$ cat src/rtl/regfile_port_controller.sv
// -----------------------------------------------------------------------------
// regfile_port_controller
//
// Client-side sequencer for a register block with two read ports and one
// continuously-writing write port. It accepts one register-transfer request,
// reads both source registers, and presents the latched operands to an
// execute stage. When writeback is requested, it waits for the result and
// drives the write port for exactly one cycle. At all other times, write_id
// is parked at 0, which is the read-only $0.
//
// Ports
//   clk, reset                  rising-edge clock, async active-high reset
//   req_valid / req_ready       request handshake (accepted only in IDLE)
//   src1_id, src2_id, dst_id    register ids of the request
//   wb_en                       request performs writeback
//   read1_id, read2_id          register block read selects
//   read1_value, read2_value    register block read data
//   write_id, write_value       register block write select / data
//   op_valid / op_ready         operand handshake to execute stage
//   op_a, op_b                  latched operands
//   res_valid, res_value        result from execute stage
//   busy                        controller not in IDLE
//   wr_suppressed               one-cycle pulse: writeback to id 0 or out of range
// -----------------------------------------------------------------------------
module regfile_port_controller #(
    parameter int WIDTH    = 8,
    parameter int ID_WIDTH = 4,
    parameter int NUM_REGS = 13
) (
    input  logic                clk,
    input  logic                reset,
    input  logic                req_valid,
    output logic                req_ready,
    input  logic [ID_WIDTH-1:0] src1_id,
    input  logic [ID_WIDTH-1:0] src2_id,
    input  logic [ID_WIDTH-1:0] dst_id,
    input  logic                wb_en,
    output logic [ID_WIDTH-1:0] read1_id,
    output logic [ID_WIDTH-1:0] read2_id,
    input  logic [WIDTH-1:0]    read1_value,
    input  logic [WIDTH-1:0]    read2_value,
    output logic [ID_WIDTH-1:0] write_id,
    output logic [WIDTH-1:0]    write_value,
    output logic                op_valid,
    input  logic                op_ready,
    output logic [WIDTH-1:0]    op_a,
    output logic [WIDTH-1:0]    op_b,
    input  logic                res_valid,
    input  logic [WIDTH-1:0]    res_value,
    output logic                busy,
    output logic                wr_suppressed
);

    typedef enum logic [2:0] {
        S_IDLE,
        S_READ,
        S_OPERANDS,
        S_WAIT_RES,
        S_WR_SETUP,
        S_WRITE
    } state_t;

    // One extra bit so the comparison stays correct even when NUM_REGS equals 2**ID_WIDTH.
    localparam logic [ID_WIDTH:0] NUM_REGS_EXT = (ID_WIDTH + 1)'(NUM_REGS);

    state_t              state_q, state_d;
    logic [ID_WIDTH-1:0] read1_id_q, read1_id_d;
    logic [ID_WIDTH-1:0] read2_id_q, read2_id_d;
    logic [ID_WIDTH-1:0] dst_q, dst_d;
    logic                wb_en_q, wb_en_d;
    logic [ID_WIDTH-1:0] write_id_q, write_id_d;
    logic [WIDTH-1:0]    write_value_q, write_value_d;
    logic [WIDTH-1:0]    op_a_q, op_a_d;
    logic [WIDTH-1:0]    op_b_q, op_b_d;
    logic                wr_suppressed_q, wr_suppressed_d;
    logic                dst_writable;

    assign dst_writable = (dst_q != '0) && ({1'b0, dst_q} < NUM_REGS_EXT);

    // State register and datapath flops. Because of the async reset, write_id
    // and op_valid (decoded from state) drop as soon as reset rises. A write
    // that is in progress therefore never reaches the register block.
    // NOTE: sequential state uses non-blocking assignments only, so every flop samples pre-edge values.
    always_ff @(posedge clk or posedge reset) begin
        if (reset) begin
            state_q         <= S_IDLE;
            read1_id_q      <= '0;
            read2_id_q      <= '0;
            dst_q           <= '0;
            wb_en_q         <= 1'b0;
            write_id_q      <= '0;
            write_value_q   <= '0;
            op_a_q          <= '0;
            op_b_q          <= '0;
            wr_suppressed_q <= 1'b0;
        end else begin
            state_q         <= state_d;
            read1_id_q      <= read1_id_d;
            read2_id_q      <= read2_id_d;
            dst_q           <= dst_d;
            wb_en_q         <= wb_en_d;
            write_id_q      <= write_id_d;
            write_value_q   <= write_value_d;
            op_a_q          <= op_a_d;
            op_b_q          <= op_b_d;
            wr_suppressed_q <= wr_suppressed_d;
        end
    end

    always_comb begin
        // NOTE: every signal assigned here gets a default first, so no path can infer a latch.
        state_d         = state_q;
        read1_id_d      = read1_id_q;
        read2_id_d      = read2_id_q;
        dst_d           = dst_q;
        wb_en_d         = wb_en_q;
        write_value_d   = write_value_q;
        op_a_d          = op_a_q;
        op_b_d          = op_b_q;
        write_id_d      = '0;     // parked on read-only $0 unless entering WRITE
        wr_suppressed_d = 1'b0;   // single-cycle pulse

        unique case (state_q)
            S_IDLE: begin
                if (req_valid) begin
                    read1_id_d = src1_id;
                    read2_id_d = src2_id;
                    dst_d      = dst_id;
                    wb_en_d    = wb_en;
                    state_d    = S_READ;
                end
            end
            S_READ: begin
                // The read selects have been stable for one full cycle, so the block outputs have settled.
                op_a_d  = read1_value;
                op_b_d  = read2_value;
                state_d = S_OPERANDS;
            end
            S_OPERANDS: begin
                if (op_ready) begin
                    state_d = wb_en_q ? S_WAIT_RES : S_IDLE;
                end
            end
            S_WAIT_RES: begin
                if (res_valid) begin
                    write_value_d = res_value;
                    if (dst_writable) begin
                        state_d = S_WR_SETUP;
                    end else begin
                        wr_suppressed_d = 1'b1;
                        state_d         = S_IDLE;
                    end
                end
            end
            S_WR_SETUP: begin
                // write_value has been stable for a cycle; open the select on the next edge.
                write_id_d = dst_q;
                state_d    = S_WRITE;
            end
            S_WRITE: begin
                // write_id_d defaults to 0 and write_value holds, so the data
                // stays stable for one cycle after the select closes.
                state_d = S_IDLE;
            end
            default: begin
                state_d = S_IDLE;
            end
        endcase
    end

    assign req_ready     = (state_q == S_IDLE);
    assign busy          = (state_q != S_IDLE);
    assign op_valid      = (state_q == S_OPERANDS);
    assign read1_id      = read1_id_q;
    assign read2_id      = read2_id_q;
    assign write_id      = write_id_q;
    assign write_value   = write_value_q;
    assign op_a          = op_a_q;
    assign op_b          = op_b_q;
    assign wr_suppressed = wr_suppressed_q;

endmodule

$ cat config.mk
export PLATFORM = sky130hd
export DESIGN_NAME = regfile_port_controller
export DESIGN_NICKNAME = d
export VERILOG_FILES = /design/src/rtl/regfile_port_controller.sv
export SDC_FILE = /design/constraint.sdc
export NUM_CORES = 1
export LEC_CHECK = 0
export CAP_MARGIN = 20
export CORE_MARGIN = 2
export CORE_UTILIZATION = 44
export CTS_CLUSTER_DIAMETER = 200
export DETAILED_ROUTE_END_ITERATION = 6
export GPL_TIMING_DRIVEN = 0
export PLACE_DENSITY = 0.95
export SLEW_MARGIN = 20
export SYNTH_ARGS = -nofsm -noshare
export SYNTH_HDL_FRONTEND = slang
export SYNTH_SLANG_ARGS = --single-unit
$ cat constraint.sdc
create_clock -name clk -period 5 [get_ports clk]
set_clock_uncertainty 0.1 [all_clocks]
set_input_delay 1 -clock clk [delete_from_list [all_inputs] [get_ports clk]]
set_output_delay 1 -clock clk [all_outputs]
set_load 0.03 [all_outputs]
==> flow_metrics.py <==
metrics = {
    "status": {
        "status": "finished, final reports clean",
    },
    "grt": {
        "initial_antenna_violation_count": 0,
        "grt_remaining_overflow": 0,
        "grt_pass1_wl_um": 5750,
        "gr-usage-all-layers_pct": 17.6,
        "first_global_vias": 1238,
        "grt_max_degree": 27,
    },
    "clock_tree": {
        "maximum_level_of_the_cts_h_tree": 2,
        "setup_buffers_after_cts": 0,
        "cts-resized-gates": 0,
        "cts-buffers-inserted": 5,
        "cts.root.buffer_cell": "clkbuf_8",
        "max-clock-path-buffers": 2,
        "tritoncts_clock_tree": "built",
        "worst_setup_hold_path_clk_slew_ns": 0.08,
        "cts_hold_buf": 0,
        "clock_insertion_delay_worst_skew_ns": 0.30,
        "clock-sinks": 45,
    },
    "setup_path": {
        "endpoint_kind": "primary output",
        "cp_slowest_stage_delay_ns": 0.66,
        "worst-endpoint-arrival_ns": 2.02,
        "critical_path_s_slowest_cell": "clkdlybuf4s50_1",
        "crit_buf_inv": 2,
        "worstPathCellList": "or3_2 > inv_1 > clkdlybuf4s50_1",
        "worst-setup-path-type": "reg2out",
        "startpoint_type": "register",
        "critPathTopFamily": "buffers and inverters",
        "critPathMaxFanout": 8,
        "required_ns": 3.90,
    },
    "pwr": {
        "clkPwrFrac_pct": 11.6,
        "power.leakage_nw": 1.19,
        "power.internal_mw": 1.15,
        "combinationalPowerShare_pct": 54.7,
        "peakVddDrop_mv": 0.443,
        "swShare_pct": 39.1,
        "total_switching_power_mw": 0.736,
        "power-per-cell-area_mw_per_mm2": 676,
        "finalPower_mw": 1.88,
        "share_seq_of_total_power_pct": 33.7,
    },
    "synth": {
        "synth_fp_nets": 157,
        "post_synth_num_cell_types": 23,
        "synth_compound_gate_area_share_pct": 2.57,
        "synth_largest_type_area_fraction_pct": 62.4,
        "synthDominantAreaCellType": "dfrtp_1",
        "ys_warn_count": 0,
        "synth-xor-area-share_pct": 0,
        "synth-adder-area-share_pct": 0,
        "synth.mux.area_fraction_pct": 24.8,
        "netlist_area_mm2": 0.00180,
        "synth-simple-area-share_pct": 8.11,
        "main_combinational_cell_family_by_area_after_synthesis": "multiplexers",
        "portion_of_the_post_synthesis_area_used_by_sequential_elements_pct": 62.4,
        "synth_area_leaders": "dfrtp_1 62%, mux2_2 18%, mux2_4 6.7%, and2_1 1.4%, nand2b_1 1.4%",
        "synth_seq_cells": 45,
        "synthesis.instances": 115,
        "syn_area_per_cell_um2": 15.7,
    },
    "cells_and_area": {
        "layout.cells.most_common_list": "81 x clkdlybuf4s50_1, 45 x dfrtp_1, 29 x mux2_2, 8 x mux2_4, 5 x clkbuf_8",
        "final_common_cell": "clkdlybuf4s50_1",
        "nNetsFinal": 246,
        "flow.area_growth_from_synthesis_pct": 54.3,
        "fillerInstances": 284,
        "sequential_cell_area_mm2": 0.00113,
        "layout.cell_area.non_filler_mm2": 0.00278,
        "share_of_layout_cells_above_drive_strength_1_pct": 27.3,
        "fin_util_pct": 70.1,
        "total_inserted_antenna_cells": 0,
        "multiInputGateArea_um2": 639,
    },
    "drt": {
        "ant_nets": 0,
        "num_vias": 1241,
        "highest-signal-layer": "met4",
        "drt_first_iter_violations": 44,
        "routed_via_density": 4.87,
        "drcViolationCount": 0,
        "wl_met2_um": 1980,
        "met1_length_um": 1390,
        "dr.pass1.iters": 3,
        "wl_per_cell_um": 14.4,
        "postRouteWirelength_um": 3680,
        "route.met3.wl_um": 247,
    },
    "placement": {
        "globalplace.congestion": 0.735,
        "detailed_place_hpwl_um": 2810,
        "dpl-instance-area_mm2": 0.00270,
        "post-place-ws_ns": 2.19,
        "io_buffers": 81,
    },
    "sta": {
        "slew_violations": 0,
        "max_fclk_mhz": 320,
        "transition_time_at_the_pin_with_the_least_slew_margin_ns": 0.491,
        "hold_violations": 0,
        "totalNegativeSetupSlack_ns": 0,
        "period_minus_slack_ns": 3.12,
        "finalSetupViolCount": 0,
        "rsz_0062_raised_after_global_routing": "false",
        "relSlewSlack_pct": 67.2,
        "finalCritPeriodShare_pct": 62.5,
        "postLayoutSetupSlackWorst_ns": 1.88,
    },
    "floorplan": {
        "coreArea_mm2": 0.00397,
        "fp.dieW_um": 68.0,
        "die_h_um": 68.0,
        "std_cell_rows": 23,
        "io-pin-count": 82,
        "floorplan.die_area_mm2": 0.00463,
        "initial_core_util_pct": 45.4,
    },
    "worst_hold_path": {
        "path_type_of_the_worst_min_delay_path": "reg2reg",
    },
    "flow_run": {
        "drv_cap": 0,
    },
}
[layout make-up]
class / count / area share (%)
sequential: 45 / 40.4
timing repair buffer: 82 / 29.8
clock inverter: 3 / 0.629
inverter: 2 / 0.270
multi-input combinational: 64 / 23.0
clock buffer: 5 / 2.47
buffer: 4 / 1.12
tap: 50 / 2.25
[Yosys cell counts]
cell	count
buf_2	1
or4_1	1
mux2_4	8
and2_1	4
inv_1	2
nor3b_1	2
a221o_2	1
or2_1	1
or3_2	1
a21oi_1	3
nand3b_1	1
o21ai_0	1
buf_6	1
dfrtp_1	45
nor3_4	1
o211ai_1	1
nand2b_4	1
nand2_1	3
mux2_2	29
nand2b_1	4
o21bai_1	1
buf_4	2
nor2_4	1
[power groups by stage]
stage          combinational, mW  sequential, mW  clock [mW]
6_report                    1.03           0.634       0.218
5_1_grt                     1.09           0.660       0.239
3_3_place_gp                1.02           0.632           0
2_1_floorplan              0.369           0.904           0
3_5_place_dp                1.04           0.644           0
4_1_cts                     1.04           0.638       0.224
[cells by family after synthesis]
logic type,after synthesis
AND/OR/NAND/NOR,20
flip-flops,45
buffers and inverters,6
multiplexers,37
AO/OA/AOI/OAI,7
[routing by layer]
metal	vias up	GRT usage (%)
met5	-	0
met4	0	7.25
met3	9	7.24
met2	40	29.9
met1	613	19.5
li1	579	-
[worst reg2reg max path: stages (launching register included)]
cell      delay, ns
dfrtp_1        0.37
buf_2          0.17
nand2b_1       0.20
nor3_4         0.20
buf_4          0.23
mux2_2         0.36
[state kept, by name, indices dropped and copies added (netlist names)]
| signal | cells |
|---|---|
| dst_q | 4 |
| op_a | 8 |
| op_b | 8 |
| read1_id | 4 |
| read2_id | 4 |
| state_q | 3 |
| wb_en_q | 1 |
| wr_suppressed | 1 |
| write_id | 4 |
| write_value | 8 |
[through the flow]
stage          hold WS (ns)  std cells
5_1_grt               0.427        255
6_report              0.409        255
4_1_cts               0.412        255
2_1_floorplan         0.386        115
3_3_place_gp          0.388        246
3_5_place_dp          0.393        247
[final timing paths]
path | startpoint | endpoint | slack [ns] | cells after the start
worst min-delay path | op_b[0] | op_b[0] | 0.41 | 1
min in group asynchronous | reset | write_value[1] | 0.92 | 2
worst max-delay path | state_q[0] | req_ready | 1.88 | 3
worst min register to register | op_b[0] | op_b[0] | 0.41 | 1
max in group asynchronous | reset | write_value[2] | 3.41 | 3
worst max register to register | state_q[1] | dst_q[3] | 3.25 | 5
Power figures use the tool's default switching activity.
